[src/rtl/dl_bitscan_iter_if.sv]
// Handshake bundle for dl_bitscan_iter: mask input stream plus index output stream.
// The DUT connects via the slave modport; the environment drives the master modport.
interface dl_bitscan_iter_if #(
  parameter int unsigned NUM_BITS = 8
);
  localparam int unsigned IDX_W = $clog2(NUM_BITS);

  logic                in_vld;
  logic                in_rdy;
  logic [NUM_BITS-1:0] in_mask;
  logic                out_vld;
  logic                out_rdy;
  logic [IDX_W-1:0]    out_idx;
  logic                out_last;
  logic                zero_drop;

  modport master (
    output in_vld,
    output in_mask,
    output out_rdy,
    input  in_rdy,
    input  out_vld,
    input  out_idx,
    input  out_last,
    input  zero_drop
  );

  modport slave (
    input  in_vld,
    input  in_mask,
    input  out_rdy,
    output in_rdy,
    output out_vld,
    output out_idx,
    output out_last,
    output zero_drop
  );
endinterface

[src/rtl/dl_bitscan_iter.sv]
// Decomposes an accepted bit mask into the indices of its set bits, LSB first,
// one index per output handshake.
module dl_bitscan_iter #(
  parameter int unsigned NUM_BITS = 8
) (
  input logic             clk,
  input logic             rst,
  dl_bitscan_iter_if.slave bus
);
  localparam int unsigned IDX_W = $clog2(NUM_BITS);

  typedef enum logic [0:0] {StIdle, StScan} state_e;

  state_e              state_q, state_d;
  logic [NUM_BITS-1:0] res_q, res_d;
  logic                zero_q, zero_d;

  logic [IDX_W-1:0]    low_idx;
  logic [NUM_BITS-1:0] res_cleared;
  logic                res_single;

  // Priority encoder: scanning downward leaves the lowest set bit's index.
  always_comb begin
    low_idx = '0;
    for (int i = NUM_BITS - 1; i >= 0; i--) begin
      if (res_q[i]) begin
        low_idx = IDX_W'(i);
      end
    end
  end

  // x & (x-1) drops the lowest set bit; a zero result means at most one bit was set.
  assign res_cleared = res_q & (res_q - NUM_BITS'(1));
  assign res_single  = (res_q != '0) && (res_cleared == '0);

  always_comb begin
    state_d       = state_q;
    res_d         = res_q;
    zero_d        = 1'b0;
    bus.in_rdy    = 1'b0;
    bus.out_vld   = 1'b0;
    bus.out_idx   = '0;
    bus.out_last  = 1'b0;
    bus.zero_drop = zero_q;

    unique case (state_q)
      StIdle: begin
        bus.in_rdy = 1'b1;
        if (bus.in_vld) begin
          if (bus.in_mask != '0) begin
            res_d   = bus.in_mask;
            state_d = StScan;
          end else begin
            zero_d = 1'b1;
          end
        end
      end
      StScan: begin
        bus.out_vld  = 1'b1;
        bus.out_idx  = low_idx;
        bus.out_last = res_single;
        if (bus.out_rdy) begin
          res_d = res_cleared;
          if (res_single) begin
            state_d = StIdle;
          end
        end
      end
      default: begin
        state_d = StIdle;
        res_d   = '0;
      end
    endcase
  end

  always_ff @(posedge clk or posedge rst) begin
    if (rst) begin
      state_q <= StIdle;
      res_q   <= '0;
      zero_q  <= 1'b0;
    end else begin
      state_q <= state_d;
      res_q   <= res_d;
      zero_q  <= zero_d;
    end
  end
endmodule

[src/flat_wrapper.sv]
// flat-port wrapper written by rule: the top's interface ports become plain ports
module dl_bitscan_iter_flat 
#(
  parameter int unsigned NUM_BITS = 8
)
  (clk, rst, bus_in_vld, bus_in_mask, bus_out_rdy, bus_in_rdy, bus_out_vld, bus_out_idx, bus_out_last, bus_zero_drop);
  dl_bitscan_iter_if #(.NUM_BITS(NUM_BITS)) bus_i ();
  input logic clk;
  input logic rst;
  input wire logic [$bits(bus_i.in_vld)-1:0] bus_in_vld;
  input wire logic [$bits(bus_i.in_mask)-1:0] bus_in_mask;
  input wire logic [$bits(bus_i.out_rdy)-1:0] bus_out_rdy;
  output wire logic [$bits(bus_i.in_rdy)-1:0] bus_in_rdy;
  output wire logic [$bits(bus_i.out_vld)-1:0] bus_out_vld;
  output wire logic [$bits(bus_i.out_idx)-1:0] bus_out_idx;
  output wire logic [$bits(bus_i.out_last)-1:0] bus_out_last;
  output wire logic [$bits(bus_i.zero_drop)-1:0] bus_zero_drop;
  assign bus_i.in_vld = bus_in_vld;
  assign bus_i.in_mask = bus_in_mask;
  assign bus_i.out_rdy = bus_out_rdy;
  assign bus_in_rdy = bus_i.in_rdy;
  assign bus_out_vld = bus_i.out_vld;
  assign bus_out_idx = bus_i.out_idx;
  assign bus_out_last = bus_i.out_last;
  assign bus_zero_drop = bus_i.zero_drop;
  dl_bitscan_iter #(.NUM_BITS(NUM_BITS)) u_core (.clk(clk), .rst(rst), .bus(bus_i));
endmodule
[config.mk]
export PLATFORM = sky130hd
export DESIGN_NAME = dl_bitscan_iter_flat
export DESIGN_NICKNAME = d
export VERILOG_FILES = /design/src/rtl/dl_bitscan_iter_if.sv /design/src/rtl/dl_bitscan_iter.sv /design/src/flat_wrapper.sv
export SDC_FILE = /design/constraint.sdc
export NUM_CORES = 1
export LEC_CHECK = 0
export BUFFER_PORTS_ARGS = -buffer_cell sky130_fd_sc_hd__buf_2
export CAP_MARGIN = 15
export CORE_ASPECT_RATIO = 0.8
export CORE_MARGIN = 1.5
export CORE_UTILIZATION = 30
export CTS_CLUSTER_SIZE = 10
export DETAILED_ROUTE_END_ITERATION = 10
export MAX_ROUTING_LAYER = met4
export PLACE_DENSITY = 0.56
export SETUP_SLACK_MARGIN = 0.5
export SYNTH_ARGS = -nofsm -noshare
export SYNTH_HDL_FRONTEND = slang
export SYNTH_SLANG_ARGS = --single-unit
export TNS_END_PERCENT = 5
[constraint.sdc]
create_clock -name clk -period 1.7 [get_ports clk]
set_input_delay 0.085 -clock clk [delete_from_list [all_inputs] [get_ports clk]]
set_output_delay 0.085 -clock clk [all_outputs]
set_load 0.02 [all_outputs]
==> impl_metrics.ini <==
[status]
status = finished, violations left
violations = negative setup slack

[layout]
n_fill_cell = 188
n_antenna_cell = 0
area_growth_pct = 59.2
nets = 120
multi_input_area_sq_um = 443
final_cells = 131
postLayoutCellArea_sq_mm = 0.00104
register_area_sq_um = 254
layout_commonest_cell = buf_4
layout-drive-gt1-share_pct = 55.1
final_cell_mix = buf_4 (17), buf_2 (15), a22o_1 (7), dfrtp_1 (7)

[grt]
grt.busiest_layer = met2
grt_use_total_pct = 21.1
grt_overflow_total = 0
use_met1_pct = 26.0
use_met3_pct = 7.43
grt_pass1_vias = 716
gr-usage-met2_pct = 30.2
grt_pass1_wl_um = 3410
grt_max_degree = 12
antenna_found_initial = 0

[drt]
routed_wl_um = 2240
routed_via_density = 5.69
drt_iter0_markers = 37
drcViolationCount = 0
post_drt_wl_per_cell_um = 17.1
dr.pass1.iters = 4
ant_nets = 0
vias = 745

[cts]
cts_max_level = 1
clock_latency_ps = 280
clk_pin_slew_ps = 70
cts_tree = done
cts.sinks = 10
cts.path.max_buffers = 2
clock-root-buffer = clkbuf_4
cts_buffers = 3

[logic_synthesis]
postSynthCellCount = 72
syn_nets = 84
synth_area_sq_um = 651
async_flop_share_pct = 100
yosysUniqueCellTypes = 31
synth_edf_count = 0
synth_flop_cell = dfrtp_1
avgSynthCellArea_sq_um = 9.04
synth_seq_area_share_pct = 38.5
yosysWarnings = 0
synth.ff_latch_count = 10

[timing]
hold_ws_ps = 44.3
fin_ws_ps = -313
period_minus_slack_ps = 2010
hold_viol = 0
timing.fmax_mhz = 497
worst_slew_pin_slew_ps = 736
rsz0062_at_grt = true
min_period_over_period_pct = 118
final-setup-viol-count = 3
tns_ps = -604
fin_skew_ps = 2.01
slew_headroom_pct = 50.5
finalMaxSlewViolations = 0

[floorplan]
design.portCount = 19
fp.dieW_um = 55.1
start_util_pct = 33.2
core.rowCount = 14
die_h_um = 44.7
core_sq_mm = 0.00196
die_area_sq_mm = 0.00246

[worst_setup_path]
arrival_ps = 1930
end_kind = primary output
worst-path-max-fanout = 4
critPathLaunchType = flip-flop
crit_required_ps = 1620
path_class = flip-flop to primary output

[flow_run]
maxCapViolCount = 0

[power]
fin_total_pwr_w = 0.00243
p_sw_w = 0.00103
p_clk_share_pct = 9.3
intPower_w = 0.00140
switching_share_pct = 42.2
share_seq_of_total_power_pct = 18.3
combPwrFrac_pct = 72.4
p_leak_nw = 0.475
peakVddDrop_mv = 1.02
power.density_mw_per_mm2 = 2340

[placement]
routabilityCongestion = 0.827
dp_cells = 124
placed_area_sq_um = 871
hpwl_um = 1420
io_buffers = 18

[worst_hold_path]
hold_path.class = primary input to flip-flop
area by class of cell:
class,count,share of cell area [%]
clock buffer,4,3.50
tap,24,2.90
sequential,10,24.5
multi-input combinational,52,42.8
timing repair buffer,37,24.9
inverter,4,1.45
synth_stat cells, drive strengths merged (2+ instances only):
cell type,n,area (sq um)
o22ai,4,25.0
nand3b,2,15.0
dfrtp,10,250
nor4,4,31.3
clkbuf,2,7.51
a22o,8,71.3
nand2,3,11.3
inv,4,15.0
nand2b,2,12.5
o21ai,4,20.0
buf,4,17.5
nor2,4,15.0
a21oi,3,15.0
nor3,5,25.0
cells by family after synthesis:
| family | Yosys count | share of synthesized area [%] |
|---|---|---|
| buf+inv | 10 | 6.15 |
| simple gates | 26 | 22.7 |
| flops | 10 | 38.5 |
| fa+ha+maj | 1 | 1.54 |
| compound gates | 25 | 31.2 |
state kept, by name, summed over array words and instances (netlist names):
register,cells
u_core.res_q,8
u_core.bus.zero_drop,1
u_core.state_q,1
worst max-delay path, stage by stage, from the launching register on:
cell and delay (ps):
dfrtp_1 430, or4_4 550, a2111oi_4 200, or3_4 170, and3_4 180, buf_6 110
power groups by stage:
stage	Combinational, W	Sequential [W]	Clock, W
6_report	0.00176	0.000445	0.000225
3_3_place_gp	0.00131	0.000424	0
2_1_floorplan	0.000845	0.000419	0
4_1_cts	0.00156	0.000437	0.000230
5_1_grt	0.00186	0.000455	0.000242
3_5_place_dp	0.00133	0.000424	0
stage by stage:
stage / worst slack [ps] / utilization, %
after floorplan: 9.34 / -
final: -313 / 52.8
after CTS: -299 / 50.8
after detailed placement: -126 / 44.4
after global routing: -396 / 52.8
after global placement: -60.6 / 44.4
layer usage:
metal | up-vias | part of all wire (%)
met2 | 21 | 47
met1 | 372 | 46
li1 | 345 | -
met4 | 0 | 2.0
met3 | 7 | 4.7
met5 | - | 0
what timing repair did:
item	in CTS	in global routing
pin swaps	8	5
buffers inserted	1	1
hold endpoints to repair	10	0
hold buffers	1	0
endpoints found under the setup margin	14	14
gates resized for setup	18	7
final timing paths:
| kind | startpoint | to | slack (ps) | cells after the start |
|---|---|---|---|---|
| max | u_core.res_q[0] | bus_out_last | -310 | 5 |
| min | bus_in_mask[1] | u_core.res_q[1] | 40 | 2 |
| max reg2reg | u_core.res_q[0] | u_core.state_q | -140 | 7 |
| min reg2reg | u_core.state_q | u_core.bus.zero_drop | 560 | 2 |
| max in group asynchronous | rst | u_core.res_q[6] | 1070 | 3 |
| min in group asynchronous | rst | u_core.res_q[2] | 320 | 3 |
(Power assumes the default switching activity.)
